<file path="src/rtl/ascon_permutation_engine.sv">
// Ascon permutation p^R, UNROLL rounds per clock, valid/ready on both sides.
// Ports: clk_i/rst_ni (sync, active-low); in_valid_i/in_ready_o, rounds_i,
// state_i (request); out_valid_o/out_ready_i, state_o, err_o (result);
// abort_i drops the current request; busy_o is high in RUN or DONE.
package ascon_pkg;
    typedef logic [319:0] state_t;
endpackage

module ascon_permutation_engine
    import ascon_pkg::*;
#(
    parameter int UNROLL = 1
) (
    input  logic       clk_i,
    input  logic       rst_ni,
    input  logic       in_valid_i,
    output logic       in_ready_o,
    input  logic [3:0] rounds_i,
    input  state_t     state_i,
    input  logic       abort_i,
    output logic       out_valid_o,
    input  logic       out_ready_i,
    output state_t     state_o,
    output logic       busy_o,
    output logic       err_o
);

    if (UNROLL < 1 || UNROLL > 4) begin : g_bad_unroll
        $error("UNROLL must be in 1..4");
    end

    typedef enum logic [1:0] {
        S_IDLE,
        S_RUN,
        S_DONE
    } fsm_t;

    fsm_t       r_fsm;
    fsm_t       w_fsm_nxt;
    state_t     r_state;
    logic [3:0] r_cnt;
    logic [3:0] r_rounds;
    logic       r_err;

    function automatic logic [63:0] ror64(logic [63:0] v, int n);
        return (v >> n) | (v << (64 - n));
    endfunction

    function automatic state_t ascon_round(state_t s, logic [7:0] rc);
        logic [63:0] x0, x1, x2, x3, x4;
        logic [63:0] t0, t1, t2, t3, t4;
        x0 = s[319:256];
        x1 = s[255:192];
        x2 = s[191:128] ^ {56'd0, rc};
        x3 = s[127:64];
        x4 = s[63:0];
        x0 ^= x4;
        x4 ^= x3;
        x2 ^= x1;
        // chi step: all temporaries from the pre-update words
        t0 = ~x0 & x1;
        t1 = ~x1 & x2;
        t2 = ~x2 & x3;
        t3 = ~x3 & x4;
        t4 = ~x4 & x0;
        x0 ^= t1;
        x1 ^= t2;
        x2 ^= t3;
        x3 ^= t4;
        x4 ^= t0;
        x1 ^= x0;
        x0 ^= x4;
        x3 ^= x2;
        x2 = ~x2;
        x0 ^= ror64(x0, 19) ^ ror64(x0, 28);
        x1 ^= ror64(x1, 61) ^ ror64(x1, 39);
        x2 ^= ror64(x2, 1) ^ ror64(x2, 6);
        x3 ^= ror64(x3, 10) ^ ror64(x3, 17);
        x4 ^= ror64(x4, 7) ^ ror64(x4, 41);
        return {x0, x1, x2, x3, x4};
    endfunction

    // Combinational chain of UNROLL round slots; slots past R pass through.
    state_t w_slot [UNROLL+1];
    assign w_slot[0] = r_state;

    for (genvar j = 0; j < UNROLL; j++) begin : g_slot
        logic [4:0] w_idx;
        logic       w_en;
        logic [3:0] w_r;
        logic [7:0] w_rc;
        assign w_idx = {1'b0, r_cnt} + 5'(j);
        assign w_en  = w_idx < {1'b0, r_rounds};
        // constant index for p^R starts at 12-R
        assign w_r   = 4'd12 - r_rounds + r_cnt + 4'(j);
        assign w_rc  = {4'd15 - w_r, w_r};
        assign w_slot[j+1] = w_en ? ascon_round(w_slot[j], w_rc)
                                  : w_slot[j];
    end

    logic [3:0] w_left;
    logic [3:0] w_step;
    logic [3:0] w_cnt_nxt;
    logic       w_legal;

    assign w_left    = r_rounds - r_cnt;
    assign w_step    = (w_left > 4'(UNROLL)) ? 4'(UNROLL) : w_left;
    assign w_cnt_nxt = r_cnt + w_step;
    assign w_legal   = (rounds_i != 4'd0) && (rounds_i <= 4'd12);

    always_ff @(posedge clk_i) begin
        if (!rst_ni) begin
            r_fsm <= S_IDLE;
        end else begin
            r_fsm <= w_fsm_nxt;
        end
    end

    always_comb begin
        w_fsm_nxt = r_fsm;
        unique case (r_fsm)
            S_IDLE: begin
                if (in_valid_i) begin
                    w_fsm_nxt = w_legal ? S_RUN : S_DONE;
                end
            end
            S_RUN: begin
                if (abort_i) begin
                    w_fsm_nxt = S_IDLE;
                end else if (w_cnt_nxt == r_rounds) begin
                    w_fsm_nxt = S_DONE;
                end
            end
            S_DONE: begin
                if (abort_i || out_ready_i) begin
                    w_fsm_nxt = S_IDLE;
                end
            end
            default: w_fsm_nxt = S_IDLE;
        endcase
    end

    always_ff @(posedge clk_i) begin
        if (!rst_ni) begin
            r_state  <= '0;
            r_cnt    <= '0;
            r_rounds <= '0;
            r_err    <= 1'b0;
        end else if (r_fsm == S_IDLE && in_valid_i) begin
            r_state  <= state_i;
            r_cnt    <= '0;
            r_rounds <= rounds_i;
            r_err    <= !w_legal;
        end else if (r_fsm == S_RUN && !abort_i) begin
            r_state  <= w_slot[UNROLL];
            r_cnt    <= w_cnt_nxt;
        end
    end

    assign in_ready_o  = (r_fsm == S_IDLE);
    assign out_valid_o = (r_fsm == S_DONE);
    assign busy_o      = (r_fsm == S_RUN) || (r_fsm == S_DONE);
    assign err_o       = r_err && (r_fsm == S_DONE);
    assign state_o     = r_state;

endmodule

</file>
<file path="config.mk">
export PLATFORM = sky130hd
export DESIGN_NAME = ascon_permutation_engine
export DESIGN_NICKNAME = d
export VERILOG_FILES = /design/src/rtl/ascon_permutation_engine.sv
export SDC_FILE = /design/constraint.sdc
export NUM_CORES = 2
export LEC_CHECK = 0
export ABC_CLOCK_PERIOD_IN_PS = 4300
export CELL_PAD_IN_SITES_DETAIL_PLACEMENT = 0
export CELL_PAD_IN_SITES_GLOBAL_PLACEMENT = 1
export CORE_UTILIZATION = 25
export DETAILED_ROUTE_END_ITERATION = 10
export DONT_BUFFER_PORTS = 1
export PLACE_DENSITY_LB_ADDON = 0.05
export SLEW_MARGIN = 30
export SYNTH_ARGS = -nofsm -noshare
export SYNTH_HDL_FRONTEND = slang
export SYNTH_SLANG_ARGS = --single-unit
</file>
<file path="constraint.sdc">
create_clock -name clk_i -period 4.3 [get_ports clk_i]
set_input_delay 0.43 -clock clk_i [delete_from_list [all_inputs] [get_ports clk_i]]
set_output_delay 0.43 -clock clk_i [all_outputs]
set_load 0.05 [all_outputs]
</file>
# Word level (Yosys, flattened, before mapping)
# Index checks and enable logic that the tools add are counted.
# W data, S select, Z words.
# word_totals
out_inout_bits	324
register_bits	331
elab_cells	88
inputBits	329
# classes
magnitude_cmp	3
add_sub_neg	5
n_reduce_logical	15
bitwise	44
muxes	10
eq_ne	6
# ops
operator	n
$xor A64 B64 Y64	21
$mux W320	3
$not A64 Y64	6
$and A64 B64 Y64	5
$or A23 B64 Y64	1
$or A25 B64 Y64	1
$or A3 B64 Y64	1
$or A36 B64 Y64	1
$or A45 B64 Y64	1
$or A47 B64 Y64	1
$or A54 B64 Y64	1
$or A57 B64 Y64	1
$or A58 B64 Y64	1
$or A63 B64 Y64	1
$xor A64 B8 Y64	1
$mux W2	5
$add A4 B4 Y4	2
$sub A4 B4 Y4 const A	2
$pmux W2 S3	1
$eq A4 B4 Y1	1
$gt A4 B1 Y1 const B	1
$le A4 B4 Y1 const B	1
$logic_and A1 B1 Y1	4
$lt A4 B4 Y1	1
16 further kinds	19

# Longest topological paths before layout
# logic_depth
ltp_word	15
depth_mapped	16
mapped_depth_nobuf	16

# Worst setup path after synthesis
# OpenSTA, ideal clock, no wires.
# synth_timing
kind	reg2reg
start	reg r_rounds[1]
end	reg r_state[114], in the netlist state_o[114]
path_stages_with_launch	16
path_slack_ns	0.787
t_arrival_ns	3.443
n_path_buf	0
path_cell_list	dfxtp_1 > inv_1 > ha_1 > ha_1 > inv_1 > fa_1 > xor2_1 > xnor2_2 > xor2_1 > ha_1 > xnor2_1 > xnor2_2 > xnor2_1 > mux2i_1 > o21ai_0 > a21oi_1
# synth_between
elab_chain_len	12
# synth_rtl
item	line	source
start, declared	42	logic [3:0] r_rounds;
start signal, assigned	152	r_rounds <= rounds_i;
$sub A4 B4 Y4	95	assign w_r = 4'd12 - r_rounds + r_cnt + 4'(j);
$add A4 B4 Y4	95	
$xor A64 B8 Y64	54	x2 = s[191:128] ^ {56'd0, rc};
$xor A64 B64 Y64	59	x2 ^= x1;
$xor A64 B64 Y64	68	x2 ^= t3;
$xor A64 B64 Y64	73	x3 ^= x2;
$or A47 B64 Y64	46	return (v >> n) | (v << (64 - n));
$xor A64 B64 Y64 (2 in series)	78	x3 ^= ror64(x3, 10) ^ ror64(x3, 17);
$mux W320	97	assign w_slot[j+1] = w_en ? ascon_round(w_slot[j], w_rc)
$mux W320	154	end else if (r_fsm == S_RUN && !abort_i) begin
$mux W320	149	end else if (r_fsm == S_IDLE && in_valid_i) begin
end signal, assigned	150	r_state <= state_i;
end signal, assigned	155	r_state <= w_slot[UNROLL];
end, declared	40	state_t r_state;
# Several ways; a longest one is shown, not always the timed one. The select of a mux whose other input is x is not followed.
# A chain may end at the register's enable or synchronous reset.

# Worst setup path after layout
# layout_timing
start	reg r_rounds[1]
end	reg r_state[299], in the netlist state_o[299]
# layout_between
elab_chain_len	14
# layout_rtl
item	line	source
$sub A4 B4 Y4	95	
$add A4 B4 Y4	95	
$sub A4 B4 Y4	96	assign w_rc = {4'd15 - w_r, w_r};
$xor A64 B8 Y64	54	
$xor A64 B64 Y64	59	
$and A64 B64 Y64	62	t1 = ~x1 & x2;
$xor A64 B64 Y64	66	x0 ^= t1;
$xor A64 B64 Y64	72	x0 ^= x4;
$or A36 B64 Y64	46	
$xor A64 B64 Y64 (2 in series)	75	x0 ^= ror64(x0, 19) ^ ror64(x0, 28);
$mux W320	97	
$mux W320	154	
$mux W320	149	
# Several ways; a longest one is shown, not always the timed one. The select of a mux whose other input is x is not followed.

==> results.json <==
{
  "final.min_clock_period_ns": 4.04,
  "dpl.hpwl_mm": 164,
  "drive_above_1_share_pct": 13.5,
  "clkTransAtPathRegs_ns": 0.06,
  "root_buffer": "clkbuf_16",
  "io_pins": 653,
  "fin_hold_ws_ns": 0.0304,
  "worstSetupPathType": "reg -> reg",
  "register_area_um2": 6630,
  "clk_latency_ns": 0.68,
  "num_vias": 28500,
  "area_growth_pct": 29.5,
  "coreArea_um2": 115000,
  "yosys.area.top_type_share_pct": 26.1,
  "path_cells": "inv_1, ha_1, ha_1, inv_1, fa_1, xor2_1, xnor2_2, xnor2_2, ha_2, xor2_1, xnor2_1, buf_4, xnor2_1, xnor2_1, nand2_1, a31oi_1, dlygate4sd3_1",
  "critPathArrivalTime_ns": 4.66,
  "synth-main-ff-cell": "dfxtp_1",
  "cp_common_cell": "xnor2_1",
  "finalCritPeriodShare_pct": 94.0,
  "min_path_type": "in -> reg",
  "synth_cells": 3540,
  "yosysSeqAreaShare_pct": 22.8,
  "grt_util_all_layers_pct": 32.7,
  "grt_pass1_wl_mm": 259,
  "overflow": 0,
  "tritoncts": "done",
  "final-hold-violation-count": 0,
  "yosys.cell_types.count": 57,
  "multiInputGateArea_um2": 21100,
  "htreeDepth": 2,
  "synth-seq-cells": 331,
  "gp_congestion": 1.02,
  "fp.dieH_um": 343,
  "cts_max_path_buffers": 3,
  "relSlewSlack_pct": 19.6,
  "drt_iter0_drc": 2480,
  "nFillCells": 12200,
  "layout_commonest_cell": "xnor2_1",
  "async_flop_share_pct": 0,
  "final_cell_mix": "xnor2_1, nand2_1, dfxtp_1",
  "worst-path-buf-inv": 4,
  "wl_mm": 197,
  "cts_buffers": 52,
  "grt_max_degree": 159,
  "antenna_found_initial": 27,
  "final.setup.tns_ns": 0,
  "yosys_warnings": 0,
  "die_area_um2": 117000,
  "r2r_slack_ns": 0.26,
  "crit_family": "XOR/XNOR gates",
  "setup_viol": 0,
  "timing.fmax_ghz": 0.247,
  "firstDrtPassIters": 9,
  "syn_area_um2": 29000,
  "violations": "DRC",
  "fin_skew_ns": 0.0356,
  "final_nets": 4506,
  "syn_area_per_cell_um2": 8.20,
  "dp_cells": 5214,
  "ant_nets": 0,
  "yosys.area.top_type": "xnor2_1",
  "cp.required_ns": 4.91,
  "crit_slowest_cell": "dlygate4sd3_1",
  "wire_per_inst_um": 35.2,
  "cp_max_fo": 4,
  "drv_slew": 0,
  "vias_per_cell": 5.09,
  "row_count": 124,
  "synth_edf_count": 0,
  "crit_path_end_kind": "flop",
  "rsz0062_at_grt": "true",
  "synth_area_leaders": "xnor2_1, dfxtp_1, nand2_1",
  "cap_violations": 0,
  "io_buffers": 0,
  "cts.sinks": 331,
  "status": "finished with violations",
  "die_w_um": 343,
  "grt_pass1_vias": 28000,
  "worst_pin_slew_ns": 1.20,
  "startpoint_type": "flop",
  "route.detailed.drc": 74,
  "floorplan.initialDensity_pct": 25.3,
  "fin_cells": 5599,
  "critical_path.max_stage_delay_ns": 0.56
}
[per-layer routing]
layer	vias up	global-route usage (%)	share of wire (%)
met5	-	0	0.058
met4	20	10.5	3.7
met3	247	6.91	7.4
met2	1147	55.8	48
met1	14200	40.6	41
li1	12800	-	-
[stage by stage]
step | instance area (um2) | setup slack [ns] | util, %
global placement | 32900 | 0.405 | 28.7
finish | 37600 | 0.258 | 32.8
global route | 37500 | -0.0135 | 32.8
CTS | 37500 | 0.233 | 32.7
detailed placement | 33000 | 0.449 | 28.8
floorplan | 29000 | 0.787 | -
[timing repair]
item / 4_1_cts / 5_1_grt
endpoints found under the hold margin: 297 / 0
buffers inserted: 0 / 2
gates resized for setup: 0 / 2
endpoints found under the setup margin: 0 / 1
hold buffers: 275 / 0
[synth_stat cells, types with 20 or more instances]
master    instances
mux2i_1          56
and2_1           20
xnor2_2          82
nand3_1          36
dfxtp_1         331
inv_1           206
nor2_1           64
xor2_1          149
buf_2            42
o211ai_1        106
clkbuf_1        114
ha_1            141
o21ai_0         229
a21oi_1          96
maj3_1           55
a21boi_1         58
xnor2_1         865
a31oi_1         113
nand2_1         535
o21ai_1          68
a22oi_1          40
or3_1            25
[cell families (layout without fill, tap and decap cells)]
kind of cell	count (synthesis)	after routing	share of synthesized area, %
adders and majority gates	208	208	8.53
muxes	57	57	1.98
AOI/OAI and AO/OA	768	768	16.4
buffers and inverters	374	905	5.05
DFF	331	331	22.8
xor gates and xnor gates	1097	1097	35.3
other	1	17	0.0129
and+or+nand+nor	704	704	9.88
[final timing paths]
kind | from | to | depth (start not counted)
setup / recovery | r_rounds[1]$_SDFFE_PN0P_ | state_o[299]$_SDFFE_PN0P_ | 17
hold / removal | state_i[290] | state_o[290]$_SDFFE_PN0P_ | 2
setup reg to reg | r_rounds[1]$_SDFFE_PN0P_ | state_o[299]$_SDFFE_PN0P_ | 17
hold reg to reg | r_err$_SDFFE_PN0P_ | r_err$_SDFFE_PN0P_ | 1
[sequential cells by signal (all words and copies together), names as in the netlist]
signal and flops:
r_cnt 4, r_rounds 4, r_err 1, r_fsm 2
state_o 320
[area by class of cell]
| cell class | instances | share of cell area [%] |
|---|---|---|
| antenna | 14 | 0.0932 |
| inverter | 206 | 2.06 |
| sequential | 331 | 17.6 |
| multi-input combinational | 2837 | 56.2 |
| tap | 1512 | 5.04 |
| clock buffer | 79 | 4.16 |
| timing repair buffer | 605 | 14.4 |
| clock inverter | 15 | 0.413 |
Power is left out: the tool's default activity adds up to more than one toggle a clock period on the data nets, which glitch-free logic cannot reach.
